$ cat src/rtl/button_count_ctrl.sv
// Button front end: 2-flop sync + per-bit debounce + single-cycle inc/clr command pulses.
// Define AUTO_REPEAT_EN to build the held-increment auto-repeat (REPEAT state and timer).
module button_count_ctrl #(
   parameter int DEBOUNCE_CYCLES = 300000,
   parameter int REPEAT_DELAY    = 15000000,
   parameter int REPEAT_PERIOD   = 3000000
) (
   input  logic       clk30,
   input  logic       rst,
   input  logic [1:0] button,
   output logic       inc_pulse,
   output logic       clr_pulse,
   output logic [1:0] btn_level
);

   localparam int MAX_CYC = (DEBOUNCE_CYCLES > REPEAT_DELAY)
      ? ((DEBOUNCE_CYCLES > REPEAT_PERIOD) ? DEBOUNCE_CYCLES : REPEAT_PERIOD)
      : ((REPEAT_DELAY > REPEAT_PERIOD) ? REPEAT_DELAY : REPEAT_PERIOD);
   localparam int CW = $clog2(MAX_CYC) + 1;

`ifdef AUTO_REPEAT_EN
   typedef enum logic [1:0] {IDLE, HELD, REPEAT} state_t;
`else
   typedef enum logic [1:0] {IDLE, HELD} state_t;
`endif

   logic [1:0] sync1_q, sync2_q;
   logic [1:0] synced;
   logic [1:0] level_prev_q;
   state_t     state_q, state_d;
   logic       inc_block_q, inc_block_d;
   logic       inc_pulse_q, inc_pulse_d;
   logic       clr_pulse_q, clr_pulse_d;
   logic       clr_edge, inc_edge;
`ifdef AUTO_REPEAT_EN
   logic [CW-1:0] timer_q, timer_d;
`endif

   // Synchronisers idle at 1 so a button held through reset is seen as a new press.
   always_ff @(posedge clk30 or posedge rst) begin
      if (rst) begin
         sync1_q <= 2'b11;
         sync2_q <= 2'b11;
      end else begin
         sync1_q <= button;
         sync2_q <= sync1_q;
      end
   end

   assign synced = ~sync2_q;

   genvar gi;
   generate
      for (gi = 0; gi < 2; gi++) begin : g_debounce
         logic [CW-1:0] cnt_q;
         logic          level_q;

         always_ff @(posedge clk30 or posedge rst) begin
            if (rst) begin
               cnt_q   <= '0;
               level_q <= 1'b0;
            end else if (synced[gi] == level_q) begin
               cnt_q <= '0;
            end else if (cnt_q == CW'(DEBOUNCE_CYCLES - 1)) begin
               level_q <= synced[gi];
               cnt_q   <= '0;
            end else begin
               cnt_q <= cnt_q + 1'b1;
            end
         end

         assign btn_level[gi] = level_q;
      end
   endgenerate

   assign clr_edge = btn_level[0] & ~level_prev_q[0];
   assign inc_edge = btn_level[1] & ~level_prev_q[1];

   always_comb begin
      state_d     = state_q;
      inc_block_d = inc_block_q;
      inc_pulse_d = 1'b0;
      clr_pulse_d = 1'b0;
`ifdef AUTO_REPEAT_EN
      timer_d     = timer_q;
`endif
      if (clr_edge) begin
         // Clear wins over everything, and inc must be released before it counts again.
         clr_pulse_d = 1'b1;
         inc_block_d = 1'b1;
         state_d     = IDLE;
`ifdef AUTO_REPEAT_EN
         timer_d     = '0;
`endif
      end else begin
         if (!btn_level[1]) inc_block_d = 1'b0;
         case (state_q)
            IDLE: begin
               if (inc_edge && !inc_block_q) begin
                  inc_pulse_d = 1'b1;
                  state_d     = HELD;
`ifdef AUTO_REPEAT_EN
                  timer_d     = '0;
`endif
               end
            end
            HELD: begin
               if (!btn_level[1]) begin
                  state_d = IDLE;
`ifdef AUTO_REPEAT_EN
               end else if (timer_q == CW'(REPEAT_DELAY - 1)) begin
                  inc_pulse_d = 1'b1;
                  timer_d     = '0;
                  state_d     = REPEAT;
               end else begin
                  timer_d = timer_q + 1'b1;
`endif
               end
            end
`ifdef AUTO_REPEAT_EN
            REPEAT: begin
               if (!btn_level[1]) begin
                  state_d = IDLE;
               end else if (timer_q == CW'(REPEAT_PERIOD - 1)) begin
                  inc_pulse_d = 1'b1;
                  timer_d     = '0;
               end else begin
                  timer_d = timer_q + 1'b1;
               end
            end
`endif
            default: state_d = IDLE;
         endcase
      end
   end

   always_ff @(posedge clk30 or posedge rst) begin
      if (rst) begin
         state_q      <= IDLE;
         level_prev_q <= 2'b00;
         inc_block_q  <= 1'b0;
         inc_pulse_q  <= 1'b0;
         clr_pulse_q  <= 1'b0;
`ifdef AUTO_REPEAT_EN
         timer_q      <= '0;
`endif
      end else begin
         state_q      <= state_d;
         level_prev_q <= btn_level;
         inc_block_q  <= inc_block_d;
         inc_pulse_q  <= inc_pulse_d;
         clr_pulse_q  <= clr_pulse_d;
`ifdef AUTO_REPEAT_EN
         timer_q      <= timer_d;
`endif
      end
   end

   assign inc_pulse = inc_pulse_q;
   assign clr_pulse = clr_pulse_q;

endmodule
$ cat config.mk
export PLATFORM = sky130hd
export DESIGN_NAME = button_count_ctrl
export DESIGN_NICKNAME = d
export VERILOG_FILES = /design/src/rtl/button_count_ctrl.sv
export SDC_FILE = /design/constraint.sdc
export NUM_CORES = 1
export LEC_CHECK = 0
export CAP_MARGIN = 20
export CORE_ASPECT_RATIO = 1.5
export CORE_MARGIN = 4
export CORE_UTILIZATION = 55
export DETAILED_ROUTE_END_ITERATION = 10
export PLACE_DENSITY = 0.87
export SLEW_MARGIN = 10
export SYNTH_ARGS = -nofsm -noshare
export SYNTH_HDL_FRONTEND = slang
export SYNTH_SLANG_ARGS = --single-unit
export TNS_END_PERCENT = 50
$ cat constraint.sdc
create_clock -name clk30 -period 2.1 [get_ports clk30]
set_input_delay 0.42 -clock clk30 [delete_from_list [all_inputs] [get_ports clk30]]
set_output_delay 0.42 -clock clk30 [all_outputs]
set_load 0.01 [all_outputs]
==> metrics.md <==
| Metric | Value |
|---|---|
| Initial antenna violation count | 0 |
| Die width | roughly 68 um |
| DRC | 0 |
| Die Span Y | 98.5 um |
| Deepest clock path buffer count | 2 |
| Register share of total power | 49.1% |
| Top_reg_cell synth | dfrtp_1 |
| Period minus WS final | 1.99 ns |
| Post-Synthesis Cells | ~310 |
| Via count | about 2400 |
| FILL cells | between 300 and 400 |
| CTS Hold Bufs | 0 |
| CTS H-tree depth | 3 |
| Core area | roughly 5200 sq um |
| Synth Register Bits | 62 |
| Synthesized area | approximately 3000 sq um |
| Area leader, netlist | dfrtp_1 |
| Hold Fails Final Rpt | 0 |
| Kind of critical path | flip-flop to flip-flop |
| Dpl ws | between 0.07 and 0.08 ns |
| CTS root buf | clkbuf_8 |
| CP Data Required Time | approximately 2.4 ns |
| Hold path startpoint | sync1_q[0] |
| Detailed Route WL | approximately 6.1 mm |
| Share of flip-flops with an asynchronous set or reset | 100% |
| R2r endpoint | g_debounce[0].cnt_q[24] |
| Switch share | roughly a fifth |
| Leak | about 1.4 nW |
| Yosys warning count | 0 |
| Actual slew at the worst max-slew pin | 0.329 ns |
| Setup ws final | between 0.1 and 0.15 ns |
| Syn avg cell area | 9.66 sq um |
| Layout cells sized above 1 | between 10% and 20% |
| Clock network fraction of design power | approximately 48% |
| Drt pass-1 iters | 4 |
| Crit path DAT | roughly 2.3 ns |
| Area delta synth->final | 13.8% |
| FP Rows | 32 |
| Diode count | 0 |
| HPWL after DPL | between 4 and 5 mm |
| Largest net degree at the start of global routing | 63 |
| CP max FO | 7 |
| Avg WL per Cell | roughly 15 um |
| Remaining antenna violation count | 0 |
| Die ar. | about 6700 sq um |
| Clk slew on worst S/H paths | approximately 0.070 ns |
| Post-synth net total | approximately 320 |
| Int Power | 1.97 mW |
| Setup_tns | 0 ns |
| Reg2reg setup slack | about 0.11 ns |
| R2R depth | 5 |
| Worst hold endpoint | sync2_q[0] |
| Port Buffer Count | 7 |
| Combinational fraction of design power | 3.1% |
| R2r startpoint | g_debounce[0].cnt_q[0] |
| Post-synthesis cell type count | 33 |
| Max Clock Skew | between 0.01 and 0.015 ns |
| Cell depth of the worst min-delay path | 0 |
| Initial Util | 57.7% |
| Status | complete, no violations |
| Crit start category | flip-flop |
| Post-synth EDFFs | 0 |
| IO Pins | 8 |
| Max Freq | around 500 MHz |
| Aggregate global-route resource usage | 20.8% |
| Area contributors post-synth | dfrtp_1, xor2_1, nor2_1 |
| MaxCap Viol Count | 0 |
| Total gr overflow | 0 |
| Pwr dens | 729 nW/um^2 |
| CTS tree | yes |
| Clk sinks | 62 |
| Initial DRC Count | roughly 160 |
| NumNets Final | 331 |
| GPL Wtd Cong | between 0.9 and 1 |
| Peak VDD IR | between 600 and 700 uV |
| Worst rel slew slack | between 70% and 80% |
| Num CTS Buffers | 9 |
| Synth top area share | 48.3% |
| Final setup vio count | 0 |
| CP Capture Type | flip-flop |
| First-pass GRT wire length | ~11 mm |
| Period utilization | 94.6% |
| Pins Over Slew Limit | 0 |
| Vias per inst | 6.03 |
| RSZ-0062 raised after global routing | no |
| Hold Crit Class | flip-flop to flip-flop |
| Clock Latency Late Sink | around 0.35 ns |
| Vias in the first global route | 2463 |
| Net Sw Power | roughly 0.52 mW |
| Sequential share of the synthesized area | around 52% |
==> cell usage after synthesis, drive strengths merged, types with 7 or more instances <==
| cell | count |
|---|---|
| dfrtp | 58 |
| nor2 | 37 |
| nand2 | 25 |
| a21oi | 19 |
| nand4 | 18 |
| xor2 | 18 |
| nand3 | 17 |
| o21ai | 17 |
| or3 | 15 |
| xnor2 | 11 |
| nor4 | 10 |
| and4 | 9 |
| clkbuf | 7 |
| inv | 7 |
| or4 | 7 |
==> worst max-delay path: stages (launching register included) <==
cell	delay, ns
dfrtp_1	0.39
ha_2	0.24
nand4_2	0.13
or4_4	0.59
or4_1	0.42
a21oi_1	0.15
==> kinds of logic (layout without fill, tap and decap cells) <==
family	count (synthesis)	after routing	synth area share [%]
AO/OA/AOI/OAI	44	44	7.96
XOR/XNOR	29	29	8.45
adder cells (fa/ha/maj)	2	2	0.833
buffers and inverters	20	39	2.96
flip-flops	62	62	51.8
multiplexers	1	1	0.333
AND/OR/NAND/NOR	153	153	27.7
==> per-layer routing <==
layer / track usage, % / wire, um
met1: 22.5 / 2350
met2: 34.6 / 3220
met3: 5.47 / 219
met4: 13.3 / 266
met5: 0 / 0
==> registers in the layout (all words and copies together), names as in the netlist <==
signal and cells:
g_debounce.cnt_q 50, g_debounce.level_q 2, level_prev_q 2, sync1_q 2, sync2_q 2, clr_pulse 1
inc_block_q 1, inc_pulse 1, state_q 1
==> how the worst max path moves through the flow <==
stage | startpoint | end | slack, ns
after global routing | g_debounce[0].cnt_q[0] | g_debounce[0].cnt_q[24] | 0.02
after detailed placement | g_debounce[0].cnt_q[0] | g_debounce[0].cnt_q[24] | 0.07
after CTS | g_debounce[0].cnt_q[0] | g_debounce[0].cnt_q[24] | 0.02
final | g_debounce[0].cnt_q[0] | g_debounce[0].cnt_q[24] | 0.11
after floorplan | g_debounce[0].cnt_q[0] | g_debounce[0].cnt_q[24] | 0.10
after global placement | g_debounce[0].cnt_q[0] | g_debounce[0].cnt_q[24] | 0.13
==> stage by stage <==
step                      hold slack, ns  power [mW]  utilization (%)  cell area, sq um  std cells
final                              0.360        2.49             65.7              3420        398
after CTS                          0.365        2.52             65.5              3410        398
after global routing               0.373        2.58             65.7              3420        398
after global placement             0.348        1.32             61.0              3180        382
after floorplan                    0.345        1.29                -              3000        311
after detailed placement           0.349        1.32             61.0              3180        382
==> cell type report <==
cell class	count	area [sq um]	share of cell area, %
clock buffer	11	151	4.43
clock inverter	5	81.3	2.38
inverter	7	26.3	0.768
multi-input combinational	229	1370	40.0
sequential	62	1560	45.5
tap	68	85.1	2.49
timing repair buffer	16	150	4.39
==> repair_timing <==
action	in CTS	in global routing
endpoints found under the hold margin	0	0
endpoints found under the setup margin	0	5
buffers inserted	0	0
resized for setup	0	3
==> placed cells by master, fill, tap and decap left out, drive strengths merged, types with 7 or more instances in the layout <==
master / instances
dfrtp: 58
nor2: 37
nand2: 25
a21oi: 19
xor2: 18
nand4: 18
nand3: 17
o21ai: 17
or3: 15
xnor2: 11
clkbuf: 11
nor4: 10
buf: 9
and4: 9
clkdlybuf4s50: 7
inv: 7
or4: 7
==> power by group through the flow <==
| stage | clock network, mW | logic [mW] | registers [mW] |
|---|---|---|---|
| floorplan | 0 | 0.0500 | 1.24 |
| detailed placement | 0 | 0.0781 | 1.25 |
| CTS | 1.22 | 0.0788 | 1.22 |
| global route | 1.27 | 0.0897 | 1.22 |
| global placement | 0 | 0.0760 | 1.24 |
| finish | 1.19 | 0.0770 | 1.22 |
Note: power is estimated with default switching activity, not from simulation.
